$ cat config.mk
export PLATFORM = sky130hd
export DESIGN_NAME = store_write_buffer
export DESIGN_NICKNAME = d
export VERILOG_FILES = /design/src/rtl/wb_pkg.sv /design/src/rtl/wb_match.sv /design/src/rtl/store_write_buffer.sv
export SDC_FILE = /design/constraint.sdc
export NUM_CORES = 1
export LEC_CHECK = 0
export ABC_AREA = 0
export CAP_MARGIN = 20
export CORE_MARGIN = 3
export CORE_UTILIZATION = 51
export CTS_CLUSTER_DIAMETER = 30
export CTS_CLUSTER_SIZE = 24
export DETAILED_ROUTE_END_ITERATION = 8
export GPL_TIMING_DRIVEN = 0
export PLACE_DENSITY = 0.78
export SLEW_MARGIN = 20
export SYNTH_ARGS = -nofsm -noshare
export SYNTH_HDL_FRONTEND = slang
export SYNTH_SLANG_ARGS = --single-unit
$ cat constraint.sdc
create_clock -name clock -period 6.2 [get_ports clock]
set_input_delay 1.86 -clock clock [delete_from_list [all_inputs] [get_ports clock]]
set_output_delay 1.86 -clock clock [all_outputs]
set_load 0.01 [all_outputs]
$ cat src/rtl/wb_pkg.sv
// Shared types and constants for the store write buffer.
package wb_pkg;

  localparam int unsigned WB_ADDR_W = 32;
  localparam int unsigned WB_DATA_W = 32;

  typedef enum logic [1:0] {
    ST_RUN   = 2'd0,
    ST_FLUSH = 2'd1,
    ST_DONE  = 2'd2
  } wb_state_e;

  function automatic int unsigned ptr_w(input int unsigned depth);
    return $clog2(depth);
  endfunction

endpackage

$ cat src/rtl/wb_match.sv
// Youngest-first word-address matcher over the buffer ring.
module wb_match
  import wb_pkg::*;
#(
  parameter  int unsigned DEPTH  = 4,
  parameter  int unsigned ADDR_W = WB_ADDR_W,
  localparam int unsigned PW     = ptr_w(DEPTH)
) (
  input  logic [DEPTH-1:0][ADDR_W-1:0] addr_i,
  input  logic [DEPTH-1:0]             valid_i,
  input  logic [PW-1:0]                wr_ptr_i,
  input  logic [ADDR_W-1:0]            lookup_i,
  output logic                         hit_o,
  output logic [PW-1:0]                idx_o
);

  logic [PW-1:0] cand;
  logic          unused_lo_bits;

  // Walk oldest to youngest so the last match written (closest to wr_ptr-1) wins.
  always_comb begin
    hit_o = 1'b0;
    idx_o = '0;
    cand  = '0;
    for (int k = int'(DEPTH); k >= 1; k--) begin
      cand = wr_ptr_i - PW'(k);
      if (valid_i[cand] && (addr_i[cand][ADDR_W-1:2] == lookup_i[ADDR_W-1:2])) begin
        hit_o = 1'b1;
        idx_o = cand;
      end
    end
  end

  // Byte offsets take no part in the word compare.
  always_comb begin
    unused_lo_bits = ^lookup_i[1:0];
    for (int k = 0; k < int'(DEPTH); k++) begin
      unused_lo_bits = unused_lo_bits ^ (^addr_i[k][1:0]);
    end
  end

endmodule

$ cat src/rtl/store_write_buffer.sv
// Posted-store FIFO with load forwarding and flush drain.
// Optional in-place store coalescing when WB_COALESCE_EN is defined.
module store_write_buffer
  import wb_pkg::*;
#(
  parameter  int unsigned DEPTH  = 4,
  parameter  int unsigned ADDR_W = WB_ADDR_W,
  parameter  int unsigned DATA_W = WB_DATA_W,
  localparam int unsigned PW     = ptr_w(DEPTH),
  localparam int unsigned CW     = $clog2(DEPTH + 1)
) (
  input  logic              clock,
  input  logic              reset,
  input  logic              st_valid,
  input  logic [ADDR_W-1:0] st_addr,
  input  logic [DATA_W-1:0] st_data,
  output logic              full,
  input  logic [ADDR_W-1:0] ld_addr,
  output logic              ld_hit,
  output logic [DATA_W-1:0] ld_data,
  output logic              mem_valid,
  output logic [ADDR_W-1:0] mem_addr,
  output logic [DATA_W-1:0] mem_data,
  input  logic              mem_ready,
  input  logic              flush_req,
  output logic              flush_done,
  output logic [CW-1:0]     count
);

  logic [DEPTH-1:0][ADDR_W-1:0] addr_q, addr_d;
  logic [DEPTH-1:0][DATA_W-1:0] data_q, data_d;
  logic [DEPTH-1:0]             valid_q, valid_d;
  logic [PW-1:0]                wr_ptr_q, wr_ptr_d;
  logic [PW-1:0]                rd_ptr_q, rd_ptr_d;
  logic [CW-1:0]                count_q, count_d;
  wb_state_e                    state_q, state_d;

  logic          enq_c, deq_c, coal_c;
  logic [PW-1:0] ld_idx, co_idx;

  assign full       = (count_q == CW'(DEPTH)) || (state_q == ST_FLUSH);
  assign mem_valid  = (count_q != '0);
  assign mem_addr   = addr_q[rd_ptr_q];
  assign mem_data   = data_q[rd_ptr_q];
  assign flush_done = (state_q == ST_DONE);
  assign count      = count_q;

  wb_match #(.DEPTH(DEPTH), .ADDR_W(ADDR_W)) u_ld_match (
    .addr_i   (addr_q),
    .valid_i  (valid_q),
    .wr_ptr_i (wr_ptr_q),
    .lookup_i (ld_addr),
    .hit_o    (ld_hit),
    .idx_o    (ld_idx)
  );

  assign ld_data = ld_hit ? data_q[ld_idx] : '0;

`ifdef WB_COALESCE_EN
  logic             co_hit;
  logic [DEPTH-1:0] head_mask;

  // The head may be mid-handshake, so it is excluded from coalescing.
  assign head_mask = DEPTH'(1) << rd_ptr_q;

  wb_match #(.DEPTH(DEPTH), .ADDR_W(ADDR_W)) u_co_match (
    .addr_i   (addr_q),
    .valid_i  (valid_q & ~head_mask),
    .wr_ptr_i (wr_ptr_q),
    .lookup_i (st_addr),
    .hit_o    (co_hit),
    .idx_o    (co_idx)
  );

  assign coal_c = st_valid && (state_q != ST_FLUSH) && co_hit;
`else
  assign coal_c = 1'b0;
  assign co_idx = '0;
`endif

  assign enq_c = st_valid && !full && !coal_c;
  assign deq_c = mem_valid && mem_ready;

  always_comb begin
    addr_d   = addr_q;
    data_d   = data_q;
    valid_d  = valid_q;
    wr_ptr_d = wr_ptr_q;
    rd_ptr_d = rd_ptr_q;
    state_d  = state_q;

    if (deq_c) begin
      valid_d[rd_ptr_q] = 1'b0;
      rd_ptr_d          = rd_ptr_q + PW'(1);
    end
    if (enq_c) begin
      addr_d[wr_ptr_q]  = st_addr;
      data_d[wr_ptr_q]  = st_data;
      valid_d[wr_ptr_q] = 1'b1;
      wr_ptr_d          = wr_ptr_q + PW'(1);
    end
    if (coal_c) begin
      data_d[co_idx] = st_data;
    end

    count_d = count_q + CW'(enq_c) - CW'(deq_c);

    // Flush sequencing; DONE lasts one cycle and ignores flush_req.
    case (state_q)
      ST_RUN:   if (flush_req) state_d = ST_FLUSH;
      ST_FLUSH: if (count_d == '0) state_d = ST_DONE;
      ST_DONE:  state_d = ST_RUN;
      default:  state_d = ST_RUN;
    endcase
  end

  always_ff @(posedge clock) begin
    if (reset) begin
      valid_q  <= '0;
      wr_ptr_q <= '0;
      rd_ptr_q <= '0;
      count_q  <= '0;
      state_q  <= ST_RUN;
    end else begin
      valid_q  <= valid_d;
      wr_ptr_q <= wr_ptr_d;
      rd_ptr_q <= rd_ptr_d;
      count_q  <= count_d;
      state_q  <= state_d;
    end
  end

  // Payload storage needs no reset; valid bits and count gate its use.
  always_ff @(posedge clock) begin
    addr_q <= addr_d;
    data_q <= data_d;
  end

endmodule

==> metrics.yaml, run 1 <==
cts_sinks: 269
placedInstanceArea_um2: 18300
ctsHoldBuffers: 0
hold_ws_ps: 533
yosysSeqAreaShare: 0.515
endpoint_kind: "primary output"
fmax_mhz: 140
postRouteAntennaNets: 0
ios: 204
drc: 0
grt_max_degree: 46
cts_root_buffer: "clkbuf_16"
ff2ff_setup_slack_ps: 3000
period_share: 1.15
syn_avg_cell_area_um2: 15.1
htreeDepth: 2
final_nets: 1401
grt_overflow_total: 0
synth_ff_type: "edfxtp_1"
grt_pass1_wl_um: 75800
insertion_delay_ps: 570
wl_um: 51800
track_usage: 0.314
worst_hold_path_type: "reg -> reg"
critPathKind: "reg -> out"
setup_ws_ps: -952
cts_buffer_depth: 3
period_needed_ps: 7150
design_area_um2: 20900
syn2layout_area_growth_pct: 35.5
async_reset_ff_frac: 0
hpwlAfterDp_um: 35100
viasPerCell: 6.48
p_leak_uw: 0.00716
antenna_found_initial: 5
violations: "negative setup slack"
cts_tree: "yes"
cap_violations: 0
cts_buffers: 51
finClkSkew_ps: 16.8
via_count: 11200
synth_edf_count: 256
wl_per_cell_um: 30.0
max-vdd-ir-drop_mv: 0.290
clk_pin_slew_worst_paths_ps: 50
gp_congestion: 0.998
finalHoldViolCount: 0
outcome: "complete, but fails checks"
grt_pass1_vias: 11600
final_max_slew_viol_count: 0
startpoint_type: "flop"
place_inst: 1594
netlist_area_um2: 15400
fillCellCount: 1929
dieArea_um2: 32400
drt_iter0_drc: 1044
cp.required_ps: 4340
synth_seq_cells: 269
initial_core_util: 0.519
worstMarginPinSlew_ps: 894
die_width_um: 180
layoutNonFillerInstCount: 1724
placeableCoreArea_um2: 29700
critPathMaxFanout: 10
ys_types: 53
max_slew_margin: 0.404
die_h_um: 180
synth_nets: 1135
utilization: 0.704
synthCells: 1023
port_buffers: 177
p_per_area_nw_per_um2: 437
cp_data_arrival_time_ps: 5290
grt_setup_unrepaired: "yes"
firstDrtPassIters: 5
ys_warn_count: 0
num_rows: 63
report.final.setup_viol: 33
drive_gt1_frac: 0.332
## layer usage
layer | wire length, um | vias to the layer above | GRT usage
li1 | - | 4699 | -
met1 | 19000 | 5652 | 0.396
met2 | 25200 | 664 | 0.511
met3 | 5000 | 158 | 0.0868
met4 | 2590 | 6 | 0.143
met5 | 29 | - | 0
## registers in the layout, summed over array words and instances, names as in the netlist
register  flops
addr_q      128
state_q       2
count         3
valid_q       4
rd_ptr_q      2
wr_ptr_q      2
data_q      128
## cell usage in the layout, fill, tap and decap left out, types with 8 or more instances in the layout
cell type,instances
edfxtp_1,256
clkdlybuf4s50_1,139
mux4_2,121
mux2i_1,116
xnor2_1,91
clkbuf_16,56
buf_2,34
o22ai_2,30
clkbuf_1,29
nor2_1,29
buf_4,29
buf_12,21
nand2_1,20
mux2i_2,20
a21oi_1,14
o21ai_0,14
inv_1,13
xor2_1,13
clkbuf_8,12
nand4_1,12
buf_6,11
nor3_1,11
dfxtp_1,11
mux2i_4,10
clkinvlp_4,9
ha_1,9
mux2_2,8
o22ai_1,8
o2111ai_1,8
clkinv_2,8
## synthesized netlist by cell type, types with 8 or more instances
cell       instances  area share
inv_1             15      0.0036
xnor2_1          100       0.057
buf_1              9      0.0022
edfxtp_1         256        0.50
nor2_1            30      0.0073
buf_6             12      0.0088
nor4_1            11      0.0045
o21ai_0           15      0.0049
o2111ai_1          8      0.0045
xor2_1            13      0.0074
mux4_2           121        0.18
mux2_2             8      0.0058
nor3_1            12      0.0039
a21oi_1           14      0.0045
nand2_1           21      0.0051
o22ai_1           40       0.016
nor2b_1            8      0.0032
dfxtp_1           13       0.017
nand4_1           12      0.0049
buf_4             13      0.0063
mux2i_1          146       0.095
ha_1              10      0.0081
clkbuf_1          44       0.011
## kinds of logic (layout without fill, tap and decap cells)
family / count (synthesis) / count (layout) / share of synthesized area
compound gates: 125 / 125 / 0.0565
fa+ha+maj: 11 / 11 / 0.00940
buf+inv: 102 / 411 / 0.0344
flops: 269 / 269 / 0.515
simple gates: 128 / 128 / 0.0435
other cells: 0 / 2 / 0
xor+xnor: 113 / 113 / 0.0641
mux: 275 / 275 / 0.277
## power breakdown
group / leakage, uW / internal [uW] / switching [uW]
Sequential: 0.00244 / 2240 / 156
Combinational: 0.00390 / 2020 / 2000
Clock: 0.000820 / 1750 / 966
Total: 0.00716 / 6020 / 3120
## final timing paths
| path | cells past startpoint | from | end |
|---|---|---|---|
| hold reg to reg | 1 | state_q[0] | state_q[1] |
| setup / recovery | 23 | wr_ptr_q[0] | ld_data[30] |
| setup reg to reg | 11 | count[1] | state_q[0] |
| hold / removal | 1 | state_q[0] | state_q[1] |
## critical path, stage by stage (launching register included)
cell        delay (ps)
dfxtp_4            400
buf_16             120
buf_16             100
buf_12              90
buf_12              90
clkinvlp_4         110
ha_4               290
buf_12             130
buf_12             100
buf_12             130
buf_4              260
mux4_2             350
xnor2_1            230
nand4_1            220
nor4_4             330
and3_1             220
and2_1             200
a211oi_2            70
a211o_4            370
buf_12             170
buf_12             150
mux2i_4            190
o22ai_2            210
buf_2              160
## stage by stage
step	setup TNS (ps)	total power, uW	setup slack [ps]
floorplan	-574	4620	-24.2
global placement	-68450	5880	-2140
detailed placement	-66500	5910	-2080
CTS	-27580	9060	-930
global route	-32120	9450	-1070
finish	-27760	9140	-952
## cell type report
cell class | count | area (um2) | share of cell area
antenna | 2 | 5.00 | 0.000239
timing repair buffer | 214 | 2130 | 0.102
sequential | 269 | 7960 | 0.380
clock buffer | 59 | 1330 | 0.0634
inverter | 17 | 75.1 | 0.00359
multi-input combinational | 652 | 7670 | 0.367
tap | 390 | 488 | 0.0233
clock inverter | 37 | 400 | 0.0191
buffer | 84 | 870 | 0.0416
## what timing repair did
item	in CTS	in global routing
pin swaps	28	18
cloned	6	1
resized for setup	257	41
setup buffers	22	4
setup endpoints to repair	33	48
(Power assumes the default switching activity.)
==> run 2, diff against run 1 <==
- PLACE_DENSITY: 0.78 -> default
- PLACE_DENSITY_LB_ADDON: default -> 0.3
==> metrics.yaml, run 2 (synthesis gave the netlist of run 1 again) <==
drc: 0
violations: "negative setup slack"
top_regs: "addr_q x128, data_q x128, valid_q x4"
critPathKind: "reg -> out"
hold_ws_ps: 505
antenna_found_initial: 3
clk_pin_slew_worst_paths_ps: 50
place_inst: 1594
cts_sinks: 269
endpoint_kind: "primary output"
final_nets: 1431
fillCellCount: 1777
wl_um: 55400
ff2ff_path_depth: 12
setup_ws_ps: -919
max_slew_margin: 0.387
startpoint_type: "flop"
drive_gt1_frac: 0.365
hpwlAfterDp_um: 35200
grt_setup_unrepaired: "yes"
worst_hold_path_type: "reg -> reg"
share_comb_of_total_power: 0.431
switchingPower_uw: 3330
num_rows: 63
ctsHoldBuffers: 0
ios: 204
initial_core_util: 0.519
regToRegEndpoint: "state_q[0]"
gp_congestion: 0.980
p_leak_uw: 0.00749
cts_tree: "yes"
startpoint: "wr_ptr_q[0]"
cts_buffer_depth: 3
placedInstanceArea_um2: 18300
postRouteAntennaNets: 0
finClkSkew_ps: 29.1
utilization: 0.736
cts_buffers: 56
dieArea_um2: 32400
placeableCoreArea_um2: 29700
worstMarginPinSlew_ps: 920
cp_data_arrival_time_ps: 5260
grt_max_degree: 46
viasPerCell: 6.58
port_buffers: 177
design_area_um2: 21900
layout_common_cells: "edfxtp_1 (256), clkdlybuf4s50_1 (138), mux4_2 (121)"
track_usage: 0.325
p_seq_frac: 0.250
layoutNonFillerInstCount: 1758
max-vdd-ir-drop_mv: 0.368
htreeDepth: 2
ff2ff_setup_slack_ps: 3100
finalHoldViolCount: 0
via_count: 11600
outcome: "complete, but fails checks"
report.final.setup_viol: 33
cap_violations: 0
layout_commonest_cell: "edfxtp_1"
grt_pass1_vias: 12000
p_per_area_nw_per_um2: 442
crit_end: "ld_data[17]"
cts_root_buffer: "clkbuf_16"
fmax_mhz: 140
insertion_delay_ps: 590
cp.required_ps: 4340
timing.rr.start: "state_q[0]"
power_uw: 9670
period_needed_ps: 7120
p_int_uw: 6330
grt_pass1_wl_um: 78700
grt_overflow_total: 0
period_share: 1.15
critPathMaxFanout: 7
pwr-share-clk: 0.318
final_max_slew_viol_count: 0
die_h_um: 180
drt_iter0_drc: 1208
hp-start: "state_q[1]"
syn2layout_area_growth_pct: 41.7
p_sw_frac: 0.345
die_width_um: 180
firstDrtPassIters: 5
wl_per_cell_um: 31.5
run 2: cell count changes in the layout (fill, tap and decap cells not counted), sizes merged:
cell	before	now
buf	108	133
bufinv	5	7
clkbuf	104	102
clkdlybuf4s18	0	1
clkdlybuf4s50	139	138
clkinv	21	25
clkinvlp	9	6
dlygate4sd2	2	3
dlymetal6s2s	1	0
inv	19	27
run 2: what timing repair did:
item / in CTS / in global routing
pin swaps: 36 / 13
buffers inserted: 38 / 9
gates cloned: 8 / 3
gates resized for setup: 319 / 55
endpoints found under the setup margin: 43 / 43
endpoints found under the hold margin: 0 / 0
run 2: worst min path at each step:
stage | cells past startpoint | endpoint | slack [ps]
floorplan | 1 | state_q[0] | 440
global placement | 1 | state_q[0] | 470
detailed placement | 1 | state_q[0] | 470
CTS | 1 | state_q[0] | 510
global route | 1 | state_q[0] | 540
finish | 1 | state_q[0] | 510
run 2: metal layers:
layer / routed length (um) / part of all wire / GRT usage / vias up
met3: 5250 / 0.095 / 0.0898 / 154
met2: 27300 / 0.49 / 0.535 / 728
met5: 26 / 0.00047 / 0 / -
li1: - / - / - / 4784
met1: 20400 / 0.37 / 0.416 / 5904
met4: 2380 / 0.043 / 0.119 / 4
run 2: worst max-delay path, stage by stage, from the launching register on:
cell        delay, ps
dfxtp_4           410
buf_16            140
buf_16            100
buf_12             90
buf_12            100
clkinvlp_4        110
ha_4              310
buf_12            150
buf_12            150
buf_12            150
buf_12            110
mux4_2            550
xnor2_4           210
nand4_1           250
or4b_4            620
o211ai_1          250
buf_4             170
o21ai_4           150
clkbuf_16         240
buf_6             120
o22ai_4           170
buf_6             130
run 2: per-stage QoR:
| step | TNS (ps) | worst slack, ps |
|---|---|---|
| after global routing | -30930 | -1030 |
| final | -27840 | -919 |
| after CTS | -25110 | -851 |
| after detailed placement | -69580 | -2170 |
| after global placement | -69390 | -2160 |
| after floorplan | -574 | -24.2 |
run 2: area by class of cell:
cell class,count,area [um2],share of cell area
multi-input combinational,652,7940,0.363
antenna,2,5.00,0.000229
sequential,269,7960,0.364
clock inverter,48,537,0.0245
buffer,84,938,0.0429
clock buffer,57,1430,0.0652
inverter,17,75.1,0.00343
timing repair buffer,239,2510,0.115
tap,390,488,0.0223
run 2: power by group through the flow:
stage | registers (uW) | logic (uW) | clock network [uW]
2_1_floorplan | 2380 | 2240 | 0
3_3_place_gp | 2430 | 3450 | 0
3_5_place_dp | 2410 | 3500 | 0
4_1_cts | 2390 | 4020 | 3080
5_1_grt | 2440 | 4340 | 3200
6_report | 2420 | 4170 | 3080
